$ cat config.mk
export PLATFORM = sky130hd
export DESIGN_NAME = idct_writeback_flat
export DESIGN_NICKNAME = d
export VERILOG_FILES = /design/src/rtl/idct_writeback_pkg.sv /design/src/rtl/idct_writeback_if.sv /design/src/rtl/idct_writeback_addr_gen.sv /design/src/rtl/idct_writeback.sv /design/src/flat_wrapper.sv
export SDC_FILE = /design/constraint.sdc
export NUM_CORES = 1
export LEC_CHECK = 0
export CAP_MARGIN = 30
export CORE_UTILIZATION = 45
export DETAILED_ROUTE_END_ITERATION = 10
export PLACE_DENSITY_LB_ADDON = 0.2
export SYNTH_ARGS = -nofsm -noshare
export SYNTH_HDL_FRONTEND = slang
export SYNTH_SLANG_ARGS = --single-unit
$ cat constraint.sdc
create_clock -name CLOCK_50_I -period 6 [get_ports CLOCK_50_I]
set_input_delay 1.2 -clock CLOCK_50_I [delete_from_list [all_inputs] [get_ports CLOCK_50_I]]
set_output_delay 1.2 -clock CLOCK_50_I [all_outputs]
set_load 0.01 [all_outputs]
$ cat src/rtl/idct_writeback_pkg.sv
// Shared definitions for the IDCT write-back stage and its neighbours.
//   WB_state_type : write-back FSM states
//   wb_seg_e      : Y/U/V segment selector
//   *_BASE_DEF    : default first SRAM word of each colour segment
//   clip          : signed 32-bit sample -> unsigned 8-bit pixel
package idct_writeback_pkg;

    typedef enum logic [2:0] {
        S_WB_IDLE,
        S_WB_LEAD_IN_0,
        S_WB_LEAD_IN_1,
        S_WB_WRITE,
        S_WB_DONE
    } WB_state_type;

    typedef enum logic [1:0] {
        SEG_Y,
        SEG_U,
        SEG_V
    } wb_seg_e;

    localparam logic [17:0] Y_BASE_DEF = 18'd0;
    localparam logic [17:0] U_BASE_DEF = 18'd38400;
    localparam logic [17:0] V_BASE_DEF = 18'd57600;

    // Block grid: 30 block rows; Y has 40 block columns, U/V have 20.
    localparam logic [4:0] LAST_BROW    = 5'd29;
    localparam logic [5:0] LAST_BCOL_Y  = 6'd39;
    localparam logic [5:0] LAST_BCOL_UV = 6'd19;

    // Negative -> 0, anything above 255 -> 255, otherwise the low byte.
    function automatic logic [7:0] clip(input logic [31:0] sample);
        if (sample[31]) begin
            return 8'h00;
        end else if (|sample[30:8]) begin
            return 8'hFF;
        end else begin
            return sample[7:0];
        end
    endfunction

endpackage

$ cat src/rtl/idct_writeback_if.sv
// Bus bundle between the write-back stage and its surroundings.
//   WB_start/WB_done/WB_all_done : block handshake
//   dpram_*                      : two read ports of the IDCT result DP-RAM
//   SRAM_*                       : external SRAM write port
// master = write-back stage, slave = controller / memories.
interface idct_writeback_if;
    logic        WB_start;
    logic        WB_done;
    logic        WB_all_done;
    logic [6:0]  dpram_address_a;
    logic [6:0]  dpram_address_b;
    logic [31:0] dpram_read_data_a;
    logic [31:0] dpram_read_data_b;
    logic [17:0] SRAM_address;
    logic [15:0] SRAM_write_data;
    logic        SRAM_we_n;

    modport master (
        input  WB_start, dpram_read_data_a, dpram_read_data_b,
        output WB_done, WB_all_done, dpram_address_a, dpram_address_b,
        output SRAM_address, SRAM_write_data, SRAM_we_n
    );

    modport slave (
        output WB_start, dpram_read_data_a, dpram_read_data_b,
        input  WB_done, WB_all_done, dpram_address_a, dpram_address_b,
        input  SRAM_address, SRAM_write_data, SRAM_we_n
    );
endinterface

$ cat src/rtl/idct_writeback_addr_gen.sv
// Block position counters and SRAM address generation.
//   clk_i, rst_ni : clock, asynchronous active-low reset
//   advance_i     : step to the next block (one pulse per finished block)
//   row_i, k_i    : row inside the block and pixel-pair index inside the row
//   addr_o        : SRAM word address for (row_i, k_i) of the current block
//   all_done_o    : sticky, set when the last V block has been stepped past
module idct_writeback_addr_gen
    import idct_writeback_pkg::*;
#(
    parameter logic [17:0] Y_BASE = Y_BASE_DEF,
    parameter logic [17:0] U_BASE = U_BASE_DEF,
    parameter logic [17:0] V_BASE = V_BASE_DEF
) (
    input  logic        clk_i,
    input  logic        rst_ni,
    input  logic        advance_i,
    input  logic [2:0]  row_i,
    input  logic [1:0]  k_i,
    output logic [17:0] addr_o,
    output logic        all_done_o
);

    wb_seg_e     seg_q, seg_d;
    logic [4:0]  brow_q, brow_d;
    logic [5:0]  bcol_q, bcol_d;
    logic        all_done_q, all_done_d;

    logic [5:0]  last_bcol;
    logic [17:0] seg_base;
    logic [17:0] line;
    logic [17:0] row_off;

    always_comb begin
        last_bcol  = (seg_q == SEG_Y) ? LAST_BCOL_Y : LAST_BCOL_UV;
        seg_d      = seg_q;
        brow_d     = brow_q;
        bcol_d     = bcol_q;
        all_done_d = all_done_q;
        if (advance_i) begin
            if (bcol_q != last_bcol) begin
                bcol_d = bcol_q + 6'd1;
            end else begin
                bcol_d = 6'd0;
                if (brow_q != LAST_BROW) begin
                    brow_d = brow_q + 5'd1;
                end else begin
                    brow_d = 5'd0;
                    case (seg_q)
                        SEG_Y:   seg_d = SEG_U;
                        SEG_U:   seg_d = SEG_V;
                        default: begin
                            seg_d      = SEG_Y;
                            all_done_d = 1'b1;
                        end
                    endcase
                end
            end
        end
    end

    // Pixel line = brow*8 + row; stride 160 = 128+32, 80 = 64+16.
    always_comb begin
        case (seg_q)
            SEG_Y:   seg_base = Y_BASE;
            SEG_U:   seg_base = U_BASE;
            default: seg_base = V_BASE;
        endcase
        line    = {10'd0, brow_q, row_i};
        row_off = (seg_q == SEG_Y) ? (line << 7) + (line << 5) : (line << 6) + (line << 4);
        addr_o  = seg_base + row_off + {10'd0, bcol_q, 2'b00} + {16'd0, k_i};
    end

    assign all_done_o = all_done_q;

    always_ff @(posedge clk_i or negedge rst_ni) begin
        if (!rst_ni) begin
            seg_q      <= SEG_Y;
            brow_q     <= 5'd0;
            bcol_q     <= 6'd0;
            all_done_q <= 1'b0;
        end else begin
            seg_q      <= seg_d;
            brow_q     <= brow_d;
            bcol_q     <= bcol_d;
            all_done_q <= all_done_d;
        end
    end

endmodule

$ cat src/rtl/idct_writeback.sv
// IDCT write-back: copies one 8x8 block of clipped IDCT samples from the
// DP-RAM into the Y/U/V frame buffer in SRAM, two pixels per word.
//   CLOCK_50_I : clock
//   resetn     : asynchronous active-low reset
//   wb         : handshake, DP-RAM read ports and SRAM write port
// All SRAM-side outputs are registered, so each write appears one cycle
// after the S_WB_WRITE cycle that computed it.
module idct_writeback
    import idct_writeback_pkg::*;
#(
    parameter logic [17:0] Y_BASE = Y_BASE_DEF,
    parameter logic [17:0] U_BASE = U_BASE_DEF,
    parameter logic [17:0] V_BASE = V_BASE_DEF
) (
    input  logic           CLOCK_50_I,
    input  logic           resetn,
    idct_writeback_if.master wb
);

    WB_state_type state_q, state_d;
    logic [4:0]   wcnt_q, wcnt_d;
    logic [6:0]   addr_a_q, addr_a_d;
    logic [6:0]   addr_b_q, addr_b_d;
    logic [17:0]  sram_addr_q, sram_addr_d;
    logic [15:0]  sram_wdata_q, sram_wdata_d;
    logic         sram_we_n_q, sram_we_n_d;
    logic         wb_done_q, wb_done_d;

    logic         advance;
    logic [17:0]  gen_addr;
    logic         all_done;

    idct_writeback_addr_gen #(
        .Y_BASE (Y_BASE),
        .U_BASE (U_BASE),
        .V_BASE (V_BASE)
    ) u_wb_addr_gen (
        .clk_i      (CLOCK_50_I),
        .rst_ni     (resetn),
        .advance_i  (advance),
        .row_i      (wcnt_q[4:2]),
        .k_i        (wcnt_q[1:0]),
        .addr_o     (gen_addr),
        .all_done_o (all_done)
    );

    always_comb begin
        state_d      = state_q;
        wcnt_d       = wcnt_q;
        addr_a_d     = addr_a_q;
        addr_b_d     = addr_b_q;
        sram_addr_d  = sram_addr_q;
        sram_wdata_d = sram_wdata_q;
        sram_we_n_d  = 1'b1;
        wb_done_d    = 1'b0;
        advance      = 1'b0;

        // Port B carries the odd column; once 63 is out the reads are complete.
        if (state_q inside {S_WB_LEAD_IN_0, S_WB_LEAD_IN_1, S_WB_WRITE} && addr_b_q != 7'd63) begin
            addr_a_d = addr_a_q + 7'd2;
            addr_b_d = addr_b_q + 7'd2;
        end

        case (state_q)
            S_WB_IDLE: begin
                if (wb.WB_start && !all_done) begin
                    addr_a_d = 7'd0;
                    addr_b_d = 7'd1;
                    state_d  = S_WB_LEAD_IN_0;
                end
            end
            S_WB_LEAD_IN_0: state_d = S_WB_LEAD_IN_1;
            S_WB_LEAD_IN_1: begin
                wcnt_d  = 5'd0;
                state_d = S_WB_WRITE;
            end
            S_WB_WRITE: begin
                sram_we_n_d  = 1'b0;
                sram_addr_d  = gen_addr;
                sram_wdata_d = {clip(wb.dpram_read_data_a), clip(wb.dpram_read_data_b)};
                wcnt_d       = wcnt_q + 5'd1;
                if (wcnt_q == 5'd31) begin
                    state_d = S_WB_DONE;
                end
            end
            S_WB_DONE: begin
                wb_done_d = 1'b1;
                advance   = 1'b1;
                state_d   = S_WB_IDLE;
            end
            default: state_d = S_WB_IDLE;
        endcase
    end

    always_ff @(posedge CLOCK_50_I or negedge resetn) begin
        if (!resetn) begin
            state_q      <= S_WB_IDLE;
            wcnt_q       <= 5'd0;
            addr_a_q     <= 7'd0;
            addr_b_q     <= 7'd0;
            sram_addr_q  <= 18'd0;
            sram_wdata_q <= 16'd0;
            sram_we_n_q  <= 1'b1;
            wb_done_q    <= 1'b0;
        end else begin
            state_q      <= state_d;
            wcnt_q       <= wcnt_d;
            addr_a_q     <= addr_a_d;
            addr_b_q     <= addr_b_d;
            sram_addr_q  <= sram_addr_d;
            sram_wdata_q <= sram_wdata_d;
            sram_we_n_q  <= sram_we_n_d;
            wb_done_q    <= wb_done_d;
        end
    end

    assign wb.dpram_address_a = addr_a_q;
    assign wb.dpram_address_b = addr_b_q;
    assign wb.SRAM_address    = sram_addr_q;
    assign wb.SRAM_write_data = sram_wdata_q;
    assign wb.SRAM_we_n       = sram_we_n_q;
    assign wb.WB_done         = wb_done_q;
    assign wb.WB_all_done     = all_done;

endmodule

$ cat src/flat_wrapper.sv
// flat-port wrapper written by rule: the top's interface ports become plain ports
module idct_writeback_flat import idct_writeback_pkg::*;
#(
    parameter logic [17:0] Y_BASE = Y_BASE_DEF,
    parameter logic [17:0] U_BASE = U_BASE_DEF,
    parameter logic [17:0] V_BASE = V_BASE_DEF
)
  (CLOCK_50_I, resetn, wb_WB_start, wb_dpram_read_data_a, wb_dpram_read_data_b, wb_WB_done, wb_WB_all_done, wb_dpram_address_a, wb_dpram_address_b, wb_SRAM_address, wb_SRAM_write_data, wb_SRAM_we_n);
  idct_writeback_if wb_i ();
  input  logic CLOCK_50_I;
  input  logic resetn;
  input wire logic [$bits(wb_i.WB_start)-1:0] wb_WB_start;
  input wire logic [$bits(wb_i.dpram_read_data_a)-1:0] wb_dpram_read_data_a;
  input wire logic [$bits(wb_i.dpram_read_data_b)-1:0] wb_dpram_read_data_b;
  output wire logic [$bits(wb_i.WB_done)-1:0] wb_WB_done;
  output wire logic [$bits(wb_i.WB_all_done)-1:0] wb_WB_all_done;
  output wire logic [$bits(wb_i.dpram_address_a)-1:0] wb_dpram_address_a;
  output wire logic [$bits(wb_i.dpram_address_b)-1:0] wb_dpram_address_b;
  output wire logic [$bits(wb_i.SRAM_address)-1:0] wb_SRAM_address;
  output wire logic [$bits(wb_i.SRAM_write_data)-1:0] wb_SRAM_write_data;
  output wire logic [$bits(wb_i.SRAM_we_n)-1:0] wb_SRAM_we_n;
  assign wb_i.WB_start = wb_WB_start;
  assign wb_i.dpram_read_data_a = wb_dpram_read_data_a;
  assign wb_i.dpram_read_data_b = wb_dpram_read_data_b;
  assign wb_WB_done = wb_i.WB_done;
  assign wb_WB_all_done = wb_i.WB_all_done;
  assign wb_dpram_address_a = wb_i.dpram_address_a;
  assign wb_dpram_address_b = wb_i.dpram_address_b;
  assign wb_SRAM_address = wb_i.SRAM_address;
  assign wb_SRAM_write_data = wb_i.SRAM_write_data;
  assign wb_SRAM_we_n = wb_i.SRAM_we_n;
  idct_writeback #(.Y_BASE(Y_BASE), .U_BASE(U_BASE), .V_BASE(V_BASE)) u_core (.CLOCK_50_I(CLOCK_50_I), .resetn(resetn), .wb(wb_i));
endmodule
# Word-level counts from Yosys, hierarchy flattened
# Index checks and enable logic that the tools add are counted.
# W data, S select, Z words.
[word_totals] out_inout_bits=51 ff_bits=72 inputBits=67 wordCells=72
[classes] n_reduce_logical=14 n_mux=22 add_sub_neg=10 bitwise_logic=3 n_eq_ne=11
[ops] op="$reduce_or A23 Y1" count=2
[ops] op="$mux W7" count=6
[ops] op="$mux W8" count=4
[ops] op="$pmux W16 S2" count=1
[ops] op="$add A18 B16 Y18" count=1
[ops] op="$add A18 B2 Y18" count=1
[ops] op="$add A18 B8 Y18" count=1
[ops] op="$add A15 B13 Y16" count=1
[ops] op="$mux W16" count=1
[ops] op="$add A14 B12 Y15" count=1
[ops] op="$add A7 B2 Y7 const B" count=2
[ops] op="$mux W6" count=2
[ops] op="$pmux W3 S4" count=1
[ops] op="$add A5 B1 Y5 const B" count=2
[ops] op="$pmux W5 S2" count=1
[ops] op="$ne A7 B6 Y1 const B" count=1
[ops] op="$add A6 B1 Y6 const B" count=1
[ops] op="$eq A3 B2 Y1 const B" count=2
[ops] op="$mux W3" count=2
[ops] op="$ne A6 B6 Y1" count=1
[ops] op="$eq A5 B5 Y1 const B" count=1
[ops] op="$mux W5" count=1
[ops] op="$ne A5 B5 Y1 const B" count=1
[ops] op="$pmux W2 S2" count=1
[ops] op="other kinds (17)" count=22

# Depth between registers and ports, before layout
# Gate-level depths: netlist of the first run.
[logic_depth] word_depth=6 ltp_mapped=16 depth_no_buf=16

# Cells and area by module
# A second synthesis of the first run with hierarchy kept.
[unflattened] hier_cells=410 hier_area_um2=4113.9
[modules_own_cells] module="idct_writeback" area_each_um2=2493.6 seq_area_each_um2=1427.6 cells_each=214 instances=1
[modules_own_cells] module="idct_writeback_addr_gen" area_each_um2=1620.3 seq_area_each_um2=350.3 cells_each=196 instances=1

# Least setup slack after synthesis of the first run
# No wires, ideal clock.
[synth_timing] path_kind="register to register" start="register u_core.wcnt_q[2]" end="register u_core.sram_addr_q[15], in the netlist u_core.wb.SRAM_address[15]" t_arrival_ns=2.935 n_path_buf=0 stages_incl_launch_ff=17 required_ns=5.899 slack_ns=2.964 setup_ns=0.101 synth_period_minus_slack_ns=3.036 cell_sequence="dfrtp_1 > ha_1 > inv_1 > fa_1 > nand2b_1 > a21oi_4 > a21o_1 > a21o_1 > xnor2_1 > o21ai_1 > ha_1 > a21oi_1 > inv_1 > a21oi_1 > nand3_1 > a41o_1 > o311ai_2"
[synth_between] elab_chain_len=5 word_cells_on_any_way=6 classes_between="5 x add/sub; 1 x mux"
[synth_rtl] element="start: declaration" line_no="idct_writeback.sv:21" rtl="logic [4:0] wcnt_q, wcnt_d;"
[synth_rtl] element="start signal: assignment" line_no="idct_writeback.sv:107" rtl="wcnt_q <= wcnt_d;"
[synth_rtl] element="$add A15 B13 Y16 or $add A14 B12 Y15 (tied branches)" line_no="idct_writeback_addr_gen.sv:69" rtl="row_off = (seg_q == SEG_Y) ? (line << 7) + (line << 5) : (line << 6) + (line << 4);"
[synth_rtl] element="$mux W16 *" line_no="idct_writeback_addr_gen.sv:69"
[synth_rtl] element="$add A18 B16 Y18 *" line_no="idct_writeback_addr_gen.sv:70" rtl="addr_o = seg_base + row_off + {10'd0, bcol_q, 2'b00} + {16'd0, k_i};"
[synth_rtl] element="$add A18 B8 Y18 *" line_no="idct_writeback_addr_gen.sv:70"
[synth_rtl] element="$add A18 B2 Y18 *" line_no="idct_writeback_addr_gen.sv:70"
[synth_rtl] element="end signal: assignment" line_no="idct_writeback.sv:110" rtl="sram_addr_q <= sram_addr_d;"
[synth_rtl] element="end: declaration" line_no="idct_writeback.sv:24" rtl="logic [17:0] sram_addr_q, sram_addr_d;"
# Every way passes the cells marked *; elsewhere a longest branch is shown, timed or not.
# A chain may end at the register's enable or synchronous reset.

# Worst setup path in the final report of the first run
[layout_timing] start="register u_core.u_wb_addr_gen.brow_q[3]" end="register u_core.sram_addr_q[15], in the netlist u_core.wb.SRAM_address[15]"
[layout_between] elab_chain_len=5 word_cells_on_any_way=6 classes_between="5 x add/sub; 1 x mux"
[layout_rtl] element="start: declaration" line_no="idct_writeback_addr_gen.sv:24" rtl="logic [4:0] brow_q, brow_d;"
[layout_rtl] element="start signal: assignment" line_no="idct_writeback_addr_gen.sv:83" rtl="brow_q <= brow_d;"
[layout_rtl] element="$add A15 B13 Y16 or $add A14 B12 Y15 (tied branches)" line_no="idct_writeback_addr_gen.sv:69"
[layout_rtl] element="$mux W16 *" line_no="idct_writeback_addr_gen.sv:69"
[layout_rtl] element="$add A18 B16 Y18 *" line_no="idct_writeback_addr_gen.sv:70"
[layout_rtl] element="$add A18 B8 Y18 *" line_no="idct_writeback_addr_gen.sv:70"
[layout_rtl] element="$add A18 B2 Y18 *" line_no="idct_writeback_addr_gen.sv:70"
# Marks and branches as above.

==> metrics, run 1 <==
CP Class=flip-flop to flip-flop; GPL Wtd Cong=0.815; RSZ-0062 raised after global routing=false; largest cells by area after synthesis=dfrtp_1, ha_1, nand2_1; Yosys top cell area share=41.6%; Die Y=98.1 µm; Die W=98.1 µm; Core ar.=8850 µm²; final slew viol count=0; final worst path period need=3400 ps; initial antenna violation count=0; Async SR Flop Fraction=100%; FILL cells=793; total gr overflow=0; Slew @ Worst Pin=602 ps; largest net degree at the start of global routing=46; GRT Total Usage=22.2%; Critical Path RT=6250 ps; clock skew=8.81 ps; layout cell share with drive strength beyond 1=6.62%; CTS clk-pin slew, worst paths=80 ps; vias=3,701; crit path launch type=flip-flop; number of synthesized flops with an enable pin=0; Mapped Avg Cell Area=9.03 µm²; HPWL after DPL=7730 µm; io pins=118; CTS Root Cell=clkbuf_8; post-synthesis sequential area ratio=42.2%; Synth top cells by count=nand2_1, dfrtp_1, nor2_1; Area Overhead vs Synth=33.5%; Num CTS Buffers=9; CP max FO=9; Final period util=56.6%; row count=34; post-synth top area cell=dfrtp_1; final setup violation count=0; Synth cell types=61; Syn. warnings=0; Setup TNS=0 ps; Worst Path Arrival=3650 ps; Gates resized, CTS repair=0; CP startpoint=u_core.u_wb_addr_gen.brow_q[3]; number of global-route vias before repair=3,758; prevailing post-synth register cell=dfrtp_1; Max Cap Viol=0; CTS Sinks=70; pwr/cell area=266 nW/µm²; hold buffers post-CTS=0; fmax=294 MHz; Syn Inst Count=460; insertion delay to the later sink of the worst-skew pair=350 ps; routed len/inst=14.5 µm; TritonCTS clock tree=built; DR pass1 iterations=7; #FFs+latches synth=70; slew margin rel.=59.8%; setup repair bufs after CTS=0; Worst setup EP type=flip-flop; Hold Path Origin=u_core.wb.SRAM_write_data[13]; Die ar.=9620 µm²; Hold WS=481 ps; first-pass GRT wire length=17,200 µm; Buffers on Ports=115; Inserted Diodes=0; Antenna Violating Nets Remaining=0; Initial Util=47.0%; failing checks=DRC; Routed WL=9920 µm; top-count cell post-synth=nand2_1; vias per cell=5.43; DR iter-0 viols=136; Hold Vio Cnt, Final=0; worst r2r src=u_core.u_wb_addr_gen.brow_q[3]; Peak VDD IR=0.133 mV; Leakage=0.00238 µW; Post-layout nets=663; Post-Syn Area=4160 µm²; DRC Markers=9; clk buf depth=2; status=finished with violations; HP Class=flip-flop to flip-flop; H-tree depth=3
[placed cells by master (no fill, tap or decap), drive strengths merged, types with 6 or more instances in the layout]
master         Yosys  final
a21oi             21     21
and2               6      6
clkbuf            10     10
clkdlybuf4s50      0    114
dfrtp             69     69
ha                25     25
inv               12     13
nand2             76     76
nand3             15     15
nand4              6      6
nor2              51     51
nor3              11     11
nor4              11     11
o21ai             34     34
o31ai             21     21
or3                6      6
xnor2             13     13
xor2               9      9
[final cells by class]
type,count,area (µm²),area share [%]
Clock buffer,10,138,2.48
Clock inverter,6,46.3,0.834
Tap cell,108,135,2.44
Multi-Input combinational cell,358,2260,40.8
Sequential cell,70,1750,31.6
Timing Repair Buffer,118,1170,21.1
Inverter,12,45.0,0.812
[flip-flops by register name, indices dropped and copies added, names as in the netlist, 2 cells and up]
| register | flops |
|---|---|
| u_core.wb.SRAM_address | 17 |
| u_core.wb.SRAM_write_data | 16 |
| u_core.wb.dpram_address_b | 7 |
| u_core.u_wb_addr_gen.bcol_q | 6 |
| u_core.wb.dpram_address_a | 6 |
| u_core.u_wb_addr_gen.brow_q | 5 |
| u_core.wcnt_q | 5 |
| u_core.state_q | 3 |
| u_core.u_wb_addr_gen.seg_q | 2 |
[logic make-up after synthesis]
| family | after synthesis | share of synthesized area [%] |
|---|---|---|
| simple gates | 204 | 23.7 |
| flops | 70 | 42.2 |
| xor+xnor | 22 | 4.82 |
| buf+inv | 33 | 3.46 |
| mux | 5 | 1.29 |
| fa+ha+maj | 27 | 8.49 |
| other cells | 1 | 0.0902 |
| compound gates | 98 | 15.9 |
[layer usage]
layer,GRT usage [%],part of all wire [%],wire (µm)
met1,25.3,42,4180
met2,40.7,53,5220
met3,5.30,3.3,323
met4,7.23,2.0,197
met5,0,0,0
[final timing paths]
check / slack, ps / to / depth (start not counted)
min in group asynchronous: 850 / u_core.wb.SRAM_write_data[8] / 1
max reg2reg: 2600 / u_core.wb.SRAM_address[15] / 14
max: 2600 / u_core.wb.SRAM_address[15] / 14
min: 480 / u_core.wb.SRAM_write_data[13] / 2
min reg2reg: 480 / u_core.wb.SRAM_write_data[13] / 2
max in group asynchronous: 4160 / u_core.u_wb_addr_gen.seg_q[0] / 2
[critical path: stages (launching register included)]
cell,delay [ps]
dfrtp_1,480
ha_1,440
nand3_1,130
or2_1,270
a21boi_0,320
o21ai_1,150
mux2i_1,160
o21ai_1,80
ha_1,340
a21oi_1,240
inv_1,70
a21oi_1,240
nand3_1,110
a41o_1,220
o311ai_2,70
[metrics by stage]
stage	power (µW)	setup WS, ps	cells	area [µm²]	util, %
after floorplan	886	2960	461	4160	-
after global placement	1120	2790	666	5360	60.6
after detailed placement	1140	2640	666	5360	60.6
after CTS	1490	2610	682	5550	62.7
after global routing	1580	2350	682	5550	62.7
final	1480	2600	682	5550	62.7
[report_power, final]
group	switching [µW]	internal [µW]	total, µW
sequential	74.1	559	633
clock	188	163	352
combinational	226	264	491
Note: power is estimated with default switching activity, not from simulation.
==> run 2: changes to the inputs <==
==> constraint.sdc (replaced) <==
create_clock -name CLOCK_50_I -period 3.4 [get_ports CLOCK_50_I]
set_input_delay 0.68 -clock CLOCK_50_I [delete_from_list [all_inputs] [get_ports CLOCK_50_I]]
set_output_delay 0.68 -clock CLOCK_50_I [all_outputs]
set_load 0.01 [all_outputs]
==> run 2 against run 1 <==
  * The run still ends with DRC left
  * First-iteration DRC count rose by 4.4%
  * Total power rose by 89%
  * Register-to-register slack got worse by 2400 ps
  * Via count rose by 0.51%
  * Largest cell class unchanged
  * Largest power group unchanged
==> metrics, run 2 (synthesis gave the netlist of run 1 again) <==
DRC Markers=10 (+1); Worst Path Arrival=3460 ps (-190 ps); reg2reg path depth=16 (+2); Num CTS Buffers=9 (unchanged); crit-path max cell delay=400 ps (-80 ps); Routed WL=10,100 µm (+1.8%); most frequent cells in the layout=clkdlybuf4s50_1, nand2_1, dfrtp_1; fmax=312 MHz (+6.0%); first-pass GRT wire length=17,300 µm (+0.40%); Antenna Violating Nets Remaining=0 (unchanged); final slew viol count=0 (unchanged); DR iter-0 viols=142 (+4.4%); routed len/inst=14.6 µm (+0.15%); DR pass1 iterations=10 (+3); Final period util=94.2% (+38 points); Initial Util=47.0% (unchanged); TritonCTS clock tree=built; vias per cell=5.37 (-1.1%); non-filler instance count after layout=693 (+1.6%); total gr overflow=0 (unchanged); CTS Sinks=70 (unchanged); Area Overhead vs Synth=37.3%; vias=3,720 (+0.51%); RSZ-0062 raised after global routing=false; row count=34 (unchanged); Largest register FFs=17 (unchanged); worst r2r src=u_core.wcnt_q[2]; HPWL after DPL=7660 µm (-0.92%); number of global-route vias before repair=3,696 (-1.6%); Setup TNS=0 ps (unchanged); Die ar.=9620 µm² (unchanged); CTS Root Cell=clkbuf_8; GRT Total Usage=22.2% (about the same); Peak VDD IR=0.235 mV (+76%); slew margin rel.=51.4% (-8.5 points); CTS clk-pin slew, worst paths=80 ps (about the same); initial antenna violation count=0 (unchanged); final setup violation count=0 (unchanged); R2R setup slack=200 ps (-2410 ps); Slew @ Worst Pin=728 ps (+126 ps); HP Class=primary input to async pin; Inserted Diodes=0 (unchanged); layout cell share with drive strength beyond 1=9.91% (+3.3 points); clk buf depth=2 (unchanged); GPL Wtd Cong=0.789 (-3.1%); slowest CP cell=dfrtp_2; Die Y=98.1 µm (unchanged); crit path launch type=flip-flop; most common cell after layout, fill and taps aside=clkdlybuf4s50_1; Critical Path RT=3660 ps (-2590 ps); worst flop-to-flop path endpoint=u_core.wb.SRAM_address[15]; Hold Vio Cnt, Final=0 (unchanged); clock skew=9.91 ps (+1.11 ps); H-tree depth=3 (unchanged); CP Class=flip-flop to flip-flop; status=finished with violations; final worst path period need=3200 ps (-194 ps); Post-layout nets=674 (+1.7%); Worst setup EP type=flip-flop; Total Power=2790 µW (+89%); Die W=98.1 µm (unchanged); pwr/cell area=489 nW/µm² (+84%); Max Cap Viol=0 (unchanged); crit-path cells=ha_1 > inv_1 > fa_1 > nand2b_1 > a21oi_4 > a21o_1 > a21o_1 > xnor2_2 > o21ai_1 > ha_1 > a21oi_2 > inv_1 > a21oi_2 > nand3_1 > a41o_1 > o311ai_2; Buffers on Ports=115 (unchanged); io pins=118 (unchanged); failing checks=DRC; Leakage=0.00246 µW (+3.0%); insertion delay to the later sink of the worst-skew pair=350 ps (about the same); placed cells=671 (+0.75%); hold buffers post-CTS=0 (unchanged); CP startpoint=u_core.wcnt_q[2]; FILL cells=735 (-7.3%); largest net degree at the start of global routing=47 (+2.2%); CP max FO=5 (-4); Setup crit end=u_core.wb.SRAM_address[15]; Core ar.=8850 µm² (unchanged)
## run 2: layout make-up
class,instances,area (µm²),area share (%)
multi-input combinational,358,2290,40.1
tap,108,135,2.37
clock buffer,9,124,2.17
inverter,12,45.0,0.789
sequential,70,1760,30.8
timing repair buffer,129,1250,21.9
clock inverter,7,105,1.84
## run 2: worst min-delay path by stage
stage,to,slack [ps],cells past startpoint
after floorplan,u_core.state_q[0],380,0
after global placement,u_core.wb.SRAM_write_data[8],460,2
after detailed placement,u_core.wb.SRAM_address[1],460,2
after CTS,u_core.state_q[2],350,1
after global routing,u_core.state_q[1],390,1
final,u_core.wb.SRAM_write_data[8],350,1
## run 2: critical path: cells and delay by family, from the launching register on
family | cells | cell delay (ps)
compound gates | 8 | 1240
fa+ha+maj | 3 | 930
flops | 1 | 400
simple gates | 2 | 280
xor+xnor | 1 | 140
buf+inv | 2 | 120
## run 2: metrics by stage
stage / hold slack, ps / utilization, % / instance area (µm²) / setup WS [ps]
floorplan: 384 / - / 4160 / 364
global placement: 460 / 61.0 / 5400 / 193
detailed placement: 463 / 61.0 / 5400 / 35.9
CTS: 351 / 63.6 / 5630 / 14.8
global route: 387 / 64.5 / 5710 / 14.9
finish: 352 / 64.5 / 5710 / 196
## run 2: per-layer routing
layer / GRT usage (%) / part of all wire (%)
met1: 26.8 / 42
met5: 0 / 0
met2: 39.5 / 52
met4: 9.32 / 2.2
met3: 3.08 / 3.9
## run 2: where the power goes
part	switching, µW	internal [µW]
Combinational	409	484
Sequential	126	987
Clock	359	425
## run 2: repair_timing
item / CTS / global route
setup endpoints to repair: 0 / 3
setup buffers: 0 / 6
gates resized for setup: 0 / 10
==> edit 1: new RTL, settings of run 1 <==
Encoding of `wb_seg_e`: now one-hot (3 bits for 3 values).
--- a/src/rtl/idct_writeback_pkg.sv
+++ b/src/rtl/idct_writeback_pkg.sv
@@ -15,6 +15,6 @@
 
-    typedef enum logic [1:0] {
-        SEG_Y,
-        SEG_U,
-        SEG_V
+    typedef enum logic [2:0] {
+        SEG_Y = 3'b001,
+        SEG_U = 3'b010,
+        SEG_V = 3'b100
     } wb_seg_e;
Behaviour: no difference found for any inputs over 10 cycles, from zero or initial values and one cycle with resetn low; not proved beyond that.
==> edit 1 against run 1 <==
  * Non-clock buffer count unchanged
  * Setup slack improved by 11 ps
  * Wire length is 2.4% lower
  * Sequential power up 15%
  * Total power grew 29%
  * Count of clock-buffer cells in the layout did not move
  * Highest routed layer unchanged
  * Area after synthesis fell by 1.6%
  * Cell count decreased by 1.3%
  * Sequential cell count rose by 1
  * Sequential share of layout area increased by 0.66 points
  * Die area shrank 1.5%
  * Design area down 0.59%
==> edit 1: results (changes against run 1) <==
pin count of the biggest net entering global routing=65 (was 46); Compound-Gate Fraction of Synth Area=13.95% (was 15.93%); multiplexer share of the synthesized area=2.080% (was 1.295%); hold path endpoint=u_core.wb.SRAM_address[4] (was u_core.wb.SRAM_write_data[13]); Placed Cells=657 (was 666); worst hold-check slack=478.2 ps (was 481.0 ps); worst min-delay path startpoint=u_core.wb.SRAM_address[4] (was u_core.wb.SRAM_write_data[13]); Via Count=3640 (was 3701); Achievable Freq=295.3 MHz (was 294.3 MHz); adder-cell share of the synthesized area=8.321% (was 8.491%); Max Clock Skew=9.735 ps (was 8.809 ps); CTS buffer count=9 (unchanged); nets=653 (was 663); post-synthesis sequential area ratio=43.50% (was 42.19%); Largest register FFs=17 (unchanged); worst-margin pin slew=987.6 ps (was 602.3 ps); top cells by area, synth=dfrtp_1, ha_1, nand2_1 (unchanged); Filler Cell Count=741 (was 793); routability cong.=0.8606 (was 0.8149); final WL=9677 um (was 9915 um); Worst EP arrival=3680 ps (was 3650 ps); DP HPWL=7252 um (was 7726 um); most frequent cells after synthesis=nand2_1, dfrtp_1, nor2_1 (unchanged); Pleak=2.366 nW (was 2.385 nW); first-pass GRT wire length=16180 um (was 17190 um); layout cell share with drive strength beyond 1=5.664% (was 6.620%); design area=5515 um2 (was 5548 um2); placed cell areas=5310 um2 (was 5364 um2); Worst IR Drop VDD=0.1457 mV (was 0.1332 mV); outcome=completed (was complete, but fails checks); Post-Synth XOR/XNOR Area=4.925% (was 4.818%); DR pass1 iterations=4 (was 7); Mapped Cells=452 (was 460); Post-synth ARST share=100.0% (unchanged); Worst Hold Depth=2 (unchanged); number of global-route vias before repair=3518 (was 3758); Yosys cell types=59 (was 61); Initial DRC Count=161 (was 136)
edit 1: power groups by stage:
| stage | clock, W | combinational (W) | sequential, W |
|---|---|---|---|
| final | 0.000396 | 0.000775 | 0.000728 |
| after global routing | 0.000430 | 0.000856 | 0.000751 |
| after CTS | 0.000406 | 0.000783 | 0.000730 |
| after detailed placement | 0 | 0.000780 | 0.000739 |
| after global placement | 0 | 0.000760 | 0.000732 |
| after floorplan | 0 | 0.000367 | 0.000775 |
edit 1: per-layer routing:
metal / track usage [%] / wire length [um] / share of wire (%) / vias up
met1: 25.01 / 4008 / 41 / 1718
met2: 36.78 / 5013 / 52 / 113
met5: 0 / 0 / 0 / -
met3: 6.187 / 582 / 6.0 / 8
li1: - / - / - / 1801
met4: 5.769 / 73 / 0.75 / 0
edit 1: layout make-up:
cell class,count,area share [%]
flip-flops and latches,71,32.26
well taps,108,2.450
repair buffers,118,21.19
clock buffers,10,2.495
inverters,11,0.7486
multi-input cells,349,39.63
clock inverters,6,1.225
==> edit 2: new RTL, flow settings as in run 1 <==
Without the edit above. `sram_addr_q` no longer has a reset.
--- a/src/rtl/idct_writeback.sv
+++ b/src/rtl/idct_writeback.sv
@@ -100,3 +100,2 @@
             addr_b_q     <= 7'd0;
-            sram_addr_q  <= 18'd0;
             sram_wdata_q <= 16'd0;
@@ -109,3 +108,2 @@
             addr_b_q     <= addr_b_d;
-            sram_addr_q  <= sram_addr_d;
             sram_wdata_q <= sram_wdata_d;
@@ -114,2 +112,6 @@
         end
+    end
+
+    always_ff @(posedge CLOCK_50_I) begin
+        sram_addr_q <= sram_addr_d;
     end
Formal check against the unedited RTL: differs if resetn is asserted again (counterexample within 10 cycles, from zero or initial values and one cycle with resetn low); with resetn held inactive, the same outputs for 10 cycles.
==> edit 2 against run 1 <==
  * Sequential cell count stayed put
  * Wire length down 14%
  * Non-clock buffer count unchanged
  * Design area is 2.7% lower
  * Total power grew 7.4%
  * Clock skew up 2.8 ps
  * Setup slack gained 41 ps
  * Area after synthesis fell by 4.9%
==> edit 2: results (changes against run 1) <==
outcome=completed (was complete, but fails checks); pin count of the biggest net entering global routing=54 (was 46); DP HPWL=6409 um (was 7726 um); Mapped Cells=397 (was 460); Rel. slew slack=55.78% (was 59.85%); top cells by area, synth=dfrtp_1, edfxtp_1, ha_1 (was dfrtp_1, ha_1, nand2_1); Via Count=3300 (was 3701); Port Buffer Count=115 (unchanged); max incr delay on CP=480 ps (about the same); worst-path maximum fanout=17 (was 9); H-tree depth=3 (unchanged); routability cong.=0.7793 (was 0.8149); post-synthesis sequential area ratio=46.53% (was 42.19%); Ys Warns=0 (unchanged); Int Power=0.001124 W (was 0.0009864 W); antenna violations before repair=0 (unchanged); Max Clock Skew=11.63 ps (was 8.809 ps); Worst IR Drop VDD=0.1974 mV (was 0.1332 mV); Antenna Cells=0 (unchanged); first-pass GRT wire length=14610 um (was 17190 um); DR pass1 iterations=4 (was 7); count of cells resized by post-cts repair=0 (unchanged); final WL=8485 um (was 9915 um); layout cell share with drive strength beyond 1=7.184% (was 6.620%); CTS Buffer Depth=2 (unchanged); Clock Tree Root=clkbuf_8 (unchanged); worst skew pair latency=340 ps; Initial DRC Count=117 (was 136); Post-synth ARST share=75.71% (was 100.0%); CTS buffer count=9 (unchanged); class of the worst hold path=reg -> reg (unchanged); placed cell areas=5164 um2 (was 5364 um2); nets=604 (was 663); clock-pin slew on the worst setup and hold paths=80 ps (about the same); GRT Util Overall=20.61% (was 22.19%); Hold-fix buffers, CTS=0 (unchanged); Largest register FFs=17 (unchanged); crit path max-delay cell type=dfrtp_1 (unchanged); most frequent cells after synthesis=dfrtp_1, nor2_1, nand2_1 (was nand2_1, dfrtp_1, nor2_1); WL/cell=13.69 um (was 14.54 um); Yosys cell types=61 (unchanged); Pleak=2.349 nW (was 2.385 nW); Post-CTS Setup Bufs=0 (unchanged); EDFF count, synth=17 (was 0); Worst EP arrival=3470 ps (was 3650 ps)
[edit 2: routing by layer]
metal / GRT usage, % / wire, um / part of all wire [%] / vias to the layer above
li1: - / - / - / 1637
met1: 25.08 / 3715 / 44 / 1565
met2: 35.36 / 4161 / 49 / 89
met3: 6.319 / 529 / 6.2 / 9
met4: 5.597 / 78 / 0.92 / 0
met5: 0 / 0 / 0 / -
[edit 2: cell families after synthesis]
family | share of synthesized area, %
flops | 46.53
compound gates | 13.43
other cells | 0.09494
simple gates | 20.21
mux | 1.362
fa+ha+maj | 8.933
xor+xnor | 6.209
buf+inv | 3.231
[edit 2: per-stage QoR]
step           setup slack, ps  utilization [%]
5_1_grt                   2373            64.75
2_1_floorplan             3064                -
6_report                  2644            64.75
3_5_place_dp              2656            61.91
3_3_place_gp              2761            61.91
4_1_cts                   2636            64.75
[edit 2: area by class of cell]
cell class	instances	area, um2
Clock buffer	9	123.9
Clock inverter	7	112.6
Fill cell	680	2940
Inverter	10	37.54
Multi-Input combinational cell	301	1988
Sequential cell	70	1838
Tap cell	105	131.4
Timing Repair Buffer	118	1169
[edit 2: worst paths after layout]
kind                                               start                        endpoint  cells past startpoint  slack (ps)
min in group asynchronous                         resetn    u_core.wb.dpram_address_b[1]                      2         960
max reg2reg                u_core.u_wb_addr_gen.seg_q[1]      u_core.wb.SRAM_address[16]                     11        2640
max in group asynchronous                         resetn  u_core.u_wb_addr_gen.brow_q[0]                      2        4590
max                        u_core.u_wb_addr_gen.seg_q[1]      u_core.wb.SRAM_address[16]                     11        2640
min reg2reg                 u_core.wb.SRAM_write_data[8]    u_core.wb.SRAM_write_data[8]                      2         480
min                         u_core.wb.SRAM_write_data[8]    u_core.wb.SRAM_write_data[8]                      2         480
[edit 2: power groups by stage]
stage                     clock (W)  sequential, W  combinational, W
after detailed placement          0       0.000670          0.000477
after global placement            0       0.000667          0.000468
after CTS                  0.000464       0.000663          0.000479
final                      0.000451       0.000662          0.000472
after floorplan                   0       0.000693          0.000203
after global routing       0.000486       0.000676          0.000529
[edit 2: worst max-delay path, delay by kind of cell, from the launching register on]
family                     cells  cell delay (ps)
adders and majority gates      2              670
AOI/OAI and AO/OA              6             1150
DFF                            1              480
and+or+nand+nor                2              580
buffers and inverters          1              230
